## src/rtl/updown_bcd_counter_if.sv

```systemverilog
// Control and display bus between the tick source, the up/down BCD counter and the display driver.
interface updown_bcd_counter_if #(
  parameter int WIDTH  = 8,
  parameter int DIGITS = 3
);
  logic                  tick;
  logic                  dir;
  logic [1:0]            mode;
  logic                  load;
  logic [WIDTH-1:0]      load_val;
  logic [WIDTH-1:0]      count;
  logic                  at_max;
  logic                  at_min;
  logic [4*DIGITS-1:0]   bcd;
  logic                  bcd_valid;

  modport master (
    output tick, dir, mode, load, load_val,
    input  count, at_max, at_min, bcd, bcd_valid
  );

  modport slave (
    input  tick, dir, mode, load, load_val,
    output count, at_max, at_min, bcd, bcd_valid
  );
endinterface

```

## src/rtl/updown_bcd_counter.sv

```systemverilog
// Up/down counter (wrap/saturate/bounce/hold) with synchronous load and a
// sequential double-dabble converter producing leading-zero-blanked BCD digits.
module updown_bcd_counter #(
  parameter int         WIDTH      = 8,
  parameter int         MIN_VAL    = 0,
  parameter int         MAX_VAL    = 199,
  parameter int         DIGITS     = 3,
  parameter logic [3:0] BLANK_CODE = 4'hF
) (
  input  logic             clk,
  input  logic             rst,
  updown_bcd_counter_if.slave bus
);

  localparam int               SCR_W  = 4 * DIGITS;
  localparam int               CNT_W  = $clog2(WIDTH + 1);
  localparam logic [WIDTH-1:0] MIN_V  = WIDTH'(MIN_VAL);
  localparam logic [WIDTH-1:0] MAX_V  = WIDTH'(MAX_VAL);
  localparam logic [WIDTH-1:0] MIN_P1 = WIDTH'(MIN_VAL + 1);
  localparam logic [WIDTH-1:0] MAX_M1 = WIDTH'(MAX_VAL - 1);
  localparam logic [WIDTH-1:0] ONE    = WIDTH'(1);

  localparam logic [1:0] MODE_WRAP   = 2'b00;
  localparam logic [1:0] MODE_SAT    = 2'b01;
  localparam logic [1:0] MODE_BOUNCE = 2'b10;
  localparam logic [1:0] MODE_HOLD   = 2'b11;

  localparam logic [1:0] S_IDLE  = 2'd0;
  localparam logic [1:0] S_SHIFT = 2'd1;
  localparam logic [1:0] S_DONE  = 2'd2;

  logic [WIDTH-1:0] count_q;
  logic [WIDTH-1:0] count_nxt;
  logic             dir_q;
  logic             dir_nxt;
  logic             count_change;
  logic             pending;
  logic [1:0]       state;
  logic [CNT_W-1:0] bit_cnt;
  logic [WIDTH-1:0] bin_p0;
  logic [SCR_W-1:0] scr_p0;
  logic [SCR_W-1:0] bcd_p1;
  logic             vld_p1;

  function automatic logic [WIDTH-1:0] clamp(input logic [WIDTH-1:0] v);
    if (int'(v) < MIN_VAL) return MIN_V;
    if (int'(v) > MAX_VAL) return MAX_V;
    return v;
  endfunction

  function automatic logic [SCR_W-1:0] dabble_adjust(input logic [SCR_W-1:0] s);
    logic [SCR_W-1:0] r;
    r = s;
    for (int i = 0; i < DIGITS; i++) begin
      if (r[4*i +: 4] >= 4'd5) r[4*i +: 4] = r[4*i +: 4] + 4'd3;
    end
    return r;
  endfunction

  function automatic logic [SCR_W-1:0] blank_zeros(input logic [SCR_W-1:0] s);
    logic [SCR_W-1:0] r;
    logic             lead;
    r    = s;
    lead = 1'b1;
    for (int i = DIGITS - 1; i > 0; i--) begin
      if (lead && (s[4*i +: 4] == 4'd0)) r[4*i +: 4] = BLANK_CODE;
      else                               lead        = 1'b0;
    end
    return r;
  endfunction

  always_comb begin
    count_nxt = count_q;
    dir_nxt   = dir_q;
    if (bus.load) begin
      count_nxt = clamp(bus.load_val);
    end else if (bus.tick) begin
      case (bus.mode)
        MODE_WRAP: begin
          if (bus.dir) count_nxt = (count_q == MAX_V) ? MIN_V : count_q + ONE;
          else         count_nxt = (count_q == MIN_V) ? MAX_V : count_q - ONE;
        end
        MODE_SAT: begin
          if (bus.dir) count_nxt = (count_q == MAX_V) ? MAX_V : count_q + ONE;
          else         count_nxt = (count_q == MIN_V) ? MIN_V : count_q - ONE;
        end
        MODE_BOUNCE: begin
          // Reflect off the limit in one step so the limit value is shown once
          if (dir_q) begin
            if (count_q == MAX_V) begin
              count_nxt = MAX_M1;
              dir_nxt   = 1'b0;
            end else begin
              count_nxt = count_q + ONE;
            end
          end else begin
            if (count_q == MIN_V) begin
              count_nxt = MIN_P1;
              dir_nxt   = 1'b1;
            end else begin
              count_nxt = count_q - ONE;
            end
          end
        end
        MODE_HOLD: count_nxt = count_q;
        default:   count_nxt = count_q;
      endcase
    end
  end

  assign count_change = (count_nxt != count_q);

  always_ff @(posedge clk) begin
    if (rst) begin
      count_q <= MIN_V;
      dir_q   <= 1'b1;
    end else begin
      count_q <= count_nxt;
      dir_q   <= dir_nxt;
    end
  end

  // Converter control: a change always re-arms pending, so a count moving
  // during SHIFT/DONE is picked up by the next conversion.
  always_ff @(posedge clk) begin
    if (rst) begin
      state   <= S_IDLE;
      pending <= 1'b1;
      bit_cnt <= '0;
      bcd_p1  <= {DIGITS{BLANK_CODE}};
      vld_p1  <= 1'b0;
    end else begin
      vld_p1 <= 1'b0;
      case (state)
        S_IDLE: begin
          bit_cnt <= '0;
          if (pending) state <= S_SHIFT;
        end
        S_SHIFT: begin
          bit_cnt <= bit_cnt + 1'b1;
          if (bit_cnt == CNT_W'(WIDTH - 1)) state <= S_DONE;
        end
        S_DONE: begin
          bcd_p1 <= blank_zeros(scr_p0);
          vld_p1 <= 1'b1;
          state  <= S_IDLE;
        end
        default: state <= S_IDLE;
      endcase
      if (count_change)          pending <= 1'b1;
      else if (state == S_IDLE)  pending <= 1'b0;
    end
  end

  // Stage p0: binary capture and double-dabble scratch
  always_ff @(posedge clk) begin
    case (state)
      S_IDLE: begin
        if (pending) begin
          bin_p0 <= count_q;
          scr_p0 <= '0;
        end
      end
      S_SHIFT: {scr_p0, bin_p0} <= {dabble_adjust(scr_p0), bin_p0} << 1;
      default: ;
    endcase
  end

  // Stage p1: registered display digits and their valid strobe
  assign bus.count     = count_q;
  assign bus.at_max    = (count_q == MAX_V);
  assign bus.at_min    = (count_q == MIN_V);
  assign bus.bcd       = bcd_p1;
  assign bus.bcd_valid = vld_p1;

endmodule

```

## src/flat_wrapper.sv

```systemverilog
// flat-port wrapper written by rule: the top's interface ports become plain ports
module updown_bcd_counter_flat 
#(
  parameter int         WIDTH      = 8,
  parameter int         MIN_VAL    = 0,
  parameter int         MAX_VAL    = 199,
  parameter int         DIGITS     = 3,
  parameter logic [3:0] BLANK_CODE = 4'hF
)
  (clk, rst, bus_tick, bus_dir, bus_mode, bus_load, bus_load_val, bus_count, bus_at_max, bus_at_min, bus_bcd, bus_bcd_valid);
  updown_bcd_counter_if #(.WIDTH(WIDTH), .DIGITS(DIGITS)) bus_i ();
  input  logic clk;
  input  logic rst;
  input wire logic [$bits(bus_i.tick)-1:0] bus_tick;
  input wire logic [$bits(bus_i.dir)-1:0] bus_dir;
  input wire logic [$bits(bus_i.mode)-1:0] bus_mode;
  input wire logic [$bits(bus_i.load)-1:0] bus_load;
  input wire logic [$bits(bus_i.load_val)-1:0] bus_load_val;
  output wire logic [$bits(bus_i.count)-1:0] bus_count;
  output wire logic [$bits(bus_i.at_max)-1:0] bus_at_max;
  output wire logic [$bits(bus_i.at_min)-1:0] bus_at_min;
  output wire logic [$bits(bus_i.bcd)-1:0] bus_bcd;
  output wire logic [$bits(bus_i.bcd_valid)-1:0] bus_bcd_valid;
  assign bus_i.tick = bus_tick;
  assign bus_i.dir = bus_dir;
  assign bus_i.mode = bus_mode;
  assign bus_i.load = bus_load;
  assign bus_i.load_val = bus_load_val;
  assign bus_count = bus_i.count;
  assign bus_at_max = bus_i.at_max;
  assign bus_at_min = bus_i.at_min;
  assign bus_bcd = bus_i.bcd;
  assign bus_bcd_valid = bus_i.bcd_valid;
  updown_bcd_counter #(.WIDTH(WIDTH), .MIN_VAL(MIN_VAL), .MAX_VAL(MAX_VAL), .DIGITS(DIGITS), .BLANK_CODE(BLANK_CODE)) u_core (.clk(clk), .rst(rst), .bus(bus_i));
endmodule
```

## config.mk

```make
export PLATFORM = sky130hd
export DESIGN_NAME = updown_bcd_counter_flat
export DESIGN_NICKNAME = d
export VERILOG_FILES = /design/src/rtl/updown_bcd_counter_if.sv /design/src/rtl/updown_bcd_counter.sv /design/src/flat_wrapper.sv
export SDC_FILE = /design/constraint.sdc
export NUM_CORES = 1
export LEC_CHECK = 0
export BUFFER_PORTS_ARGS = -buffer_cell sky130_fd_sc_hd__buf_2
export CAP_MARGIN = 20
export CORE_MARGIN = 2
export CORE_UTILIZATION = 25
export CTS_CLUSTER_DIAMETER = 150
export DETAILED_ROUTE_END_ITERATION = 7
export GPL_TIMING_DRIVEN = 0
export PLACE_DENSITY_LB_ADDON = 0.15
export SLEW_MARGIN = 5
export SYNTH_ARGS = -nofsm -noshare
export SYNTH_HDL_FRONTEND = slang
export SYNTH_SLANG_ARGS = --single-unit
```

## constraint.sdc

```tcl
create_clock -name clk -period 2.7 [get_ports clk]
set_input_delay 0.54 -clock clk [delete_from_list [all_inputs] [get_ports clk]]
set_output_delay 0.54 -clock clk [all_outputs]
set_load 0.01 [all_outputs]
```

==> flow_summary_export.csv <==
group,metric,value,unit
status,status,"complete, no violations",
routing,drt-pass1-iter-count,5,
flow_run,cap_violations,0,
timing,slew_violations,0,
critical_path,worstSetupStartpoint,"u_core.bus.count[0]$_SDFF_PP0_",
critical_path,start_kind,"flop",
floorplan,rows,41,
routing,post_drt_wl_per_cell,15.9,µm
global_route,antenna_found_initial,0,
power_and_ir_drop,ir_worst_vdd,0.236,mV
floorplan,start_util,25.8,%
placement,placed_cells,625,
logic_synthesis,synth-warning-count,0,
critical_path,r2r_start,"u_core.bus.count[0]$_SDFF_PP0_",
routing,finalWirelength,10200,µm
final_layout,n_fill_cell,1372,
placement,numPortBuffers,35,
final_layout,syn_to_final_growth,21.4,%
critical_path,cp_data_arrival_time,2.80,ns
logic_synthesis,synth_cell_type_count,60,
logic_synthesis,synthCells,417,
clock_tree,tritoncts,"built",
critical_path,slowest_stage,"or4b_4",
critical_path,crit_required,2.85,ns
clock_tree,numCtsBuffers,5,
timing,finalHoldViolations,0,
routing,viasPerCell,5.18,
critical_path,rr_worst_depth,10,
floorplan,die_h,119,µm
floorplan,die_w,119,µm
placement,gp_congestion,0.865,
timing,relSlewSlack,53.1,%
clock_tree,cts.path.max_buffers,2,
timing,finClkSkew,0.00825,ns
logic_synthesis,synth_nets,443,
clock_tree,clk_pin_slew,0.07,ns
logic_synthesis,synthesis.area,3300,µm²
critical_path,cp-end-kind,"flop",
critical_path,cp_cell_sequence,"buf_6 > clkinvlp_4 > ha_4 > or4b_4 > nor3_4 > o221ai_2 > a32oi_2 > nor3_1 > o31ai_1 > nand4_1",
final_layout,drive_above_1_share,18.6,%
logic_synthesis,synth_ff_type,"dfxtp_1",
critical_path,slowest_delay,0.50,ns
placement,dpl.hpwl,7580,µm
final_layout,final_cell_mix,"49 x nand2_1, 43 x buf_2, 41 x nor2_1, 32 x a21oi_1, 27 x dfxtp_1",
clock_tree,cts.sinks,49,
global_route,grt_pass1_wl,16000,µm
routing,drc,0,
floorplan,ios,38,
power_and_ir_drop,power_per_cell_area,497,nW/µm²
timing,finalSetupViolations,0,
clock_tree,root_buffer,"clkbuf_16",
logic_synthesis,synth-seq-cells,49,
logic_synthesis,avgSynthCellArea,7.92,µm²
clock_tree,htree_levels,2,
logic_synthesis,ys_seq_area_share,35.8,%
global_route,grt-ovfl-total,0,
timing,worstMarginPinSlew,0.702,ns
global_route,grt_pass1_vias,3005,
clock_tree,hold_buffers,0,
global_route,grt_max_degree,16,
critical_path,cp_max_fo,10,
min_path,holdCritPathClass,"reg -> reg",
clock_tree,clock_latency,0.29,ns
final_layout,antenna_cells,0,
routing,vias,3317,
critical_path,worstSetupEndpoint,"u_core.pending$_SDFFE_PP1P_",
critical_path,worstSetupPathType,"reg -> reg",
final_layout,layout.nets,493,
final_layout,finalInstanceArea,4010,µm²
timing,fmax,378,MHz
logic_synthesis,synth-async-reset-ratio,0,%
floorplan,core_area,12800,µm²
logic_synthesis,synth_edf_count,20,
critical_path,regToRegSetupSlack,0.06,ns
global_route,grt_usage,14.2,%
timing,fin_crit,2.64,ns
timing,post-route-period-util,97.9,%
final_layout,layout_commonest_cell,"nand2_1",
final_layout,final_util,31.4,%
final_layout,fin_cells,640,
power_and_ir_drop,p_leak,1.54,nW
critical_path,reg2reg_to,"u_core.pending$_SDFFE_PP1P_",
routing,final_antenna_net_count,0,
floorplan,die_area,14100,µm²
placement,placed_cell_area,3710,µm²
routing,drtIter0Drc,251,
critical path: cells and delay by family, from the launching register on:
family	cells	cell delay (ns)
flops	1	0.35
buf+inv	2	0.28
compound gates	3	0.75
simple gates	4	1.00
fa+ha+maj	1	0.15
flip-flops by register name, summed over array words and instances (netlist names):
| name | flops |
|---|---|
| u_core.bus.bcd | 12 |
| u_core.scr_p0 | 12 |
| u_core.bin_p0 | 8 |
| u_core.bus.count | 8 |
| u_core.bit_cnt | 4 |
| u_core.state | 2 |
| u_core.bus.bcd_valid | 1 |
| u_core.dir_q | 1 |
| u_core.pending | 1 |
power breakdown:
| part | internal, mW | total [mW] | switching, mW |
|---|---|---|---|
| Clock | 0.402 | 0.678 | 0.276 |
| Combinational | 0.182 | 0.474 | 0.292 |
| Sequential | 0.809 | 0.842 | 0.0327 |
| Total | 1.39 | 1.99 | 0.601 |
how the worst min path moves through the flow:
stage	from	to	depth (start not counted)
6_report	u_core.bus.bcd[2]$_SDFFE_PP1P_	u_core.bus.bcd[2]$_SDFFE_PP1P_	2
5_1_grt	u_core.bus.bcd[2]$_SDFFE_PP1P_	u_core.bus.bcd[2]$_SDFFE_PP1P_	2
4_1_cts	u_core.bus.bcd[2]$_SDFFE_PP1P_	u_core.bus.bcd[2]$_SDFFE_PP1P_	2
3_5_place_dp	u_core.bus.bcd[2]$_SDFFE_PP1P_	u_core.bus.bcd[2]$_SDFFE_PP1P_	2
3_3_place_gp	u_core.bus.bcd[2]$_SDFFE_PP1P_	u_core.bus.bcd[2]$_SDFFE_PP1P_	2
2_1_floorplan	u_core.bit_cnt[3]$_SDFFE_PP0P_	u_core.state[1]$_SDFFE_PP0P_	1
layout make-up:
cell class                 count  area [µm²]  area share, %
buffer                        27         119           2.96
sequential                    49        1190           29.6
clock inverter                 1        8.76          0.218
inverter                      17        67.6           1.68
multi-input combinational    324        2020           50.3
clock buffer                   7         154           3.84
tap                          172         215           5.37
timing repair buffer          43         243           6.05
metal layers:
layer  wire (µm)  GRT usage [%]  share of wire (%)
met1        4740           19.3                 47
met2        4620           22.4                 45
met3         526           2.25                5.2
met4         285           5.43                2.8
met5           0              0                  0
cell families (layout without fill, tap and decap cells):
logic type | count (synthesis) | count (layout) | synth area share (%)
AND/OR/NAND/NOR | 176 | 176 | 26.4
AO/OA/AOI/OAI | 121 | 121 | 23.9
flip-flops | 49 | 49 | 35.8
buffers and inverters | 44 | 95 | 5.31
XOR/XNOR | 12 | 12 | 3.18
adder cells (fa/ha/maj) | 11 | 11 | 4.17
multiplexers | 4 | 4 | 1.29
synth_stat cells, drive strengths merged (13+ instances only):
| cell type | number | area, µm² |
|---|---|---|
| nor2 | 42 | 158 |
| edfxtp | 20 | 601 |
| nand3 | 13 | 65.1 |
| o21ai | 28 | 140 |
| dfxtp | 29 | 581 |
| nor3 | 21 | 115 |
| clkbuf | 19 | 71.3 |
| nand2 | 50 | 190 |
| inv | 17 | 63.8 |
| a21oi | 32 | 160 |
per-stage QoR:
stage,hold WS (ns),TNS (ns),setup slack [ns],power (mW)
floorplan,0.445,0,0.295,1.15
global placement,0.449,-1.06,-0.338,1.28
detailed placement,0.456,-1.09,-0.371,1.28
CTS,0.472,0,0.0197,1.99
global route,0.493,-0.00807,-0.00807,2.11
finish,0.467,0,0.0571,1.99
timing repair:
| item | in CTS | in global routing |
|---|---|---|
| buffers inserted | 0 | 7 |
| gates resized for setup | 8 | 12 |
| hold endpoints to repair | 0 | 0 |
| endpoints found under the setup margin | 7 | 4 |
| pin swaps | 1 | 6 |
No activity file was read; power rests on OpenSTA's default activity.
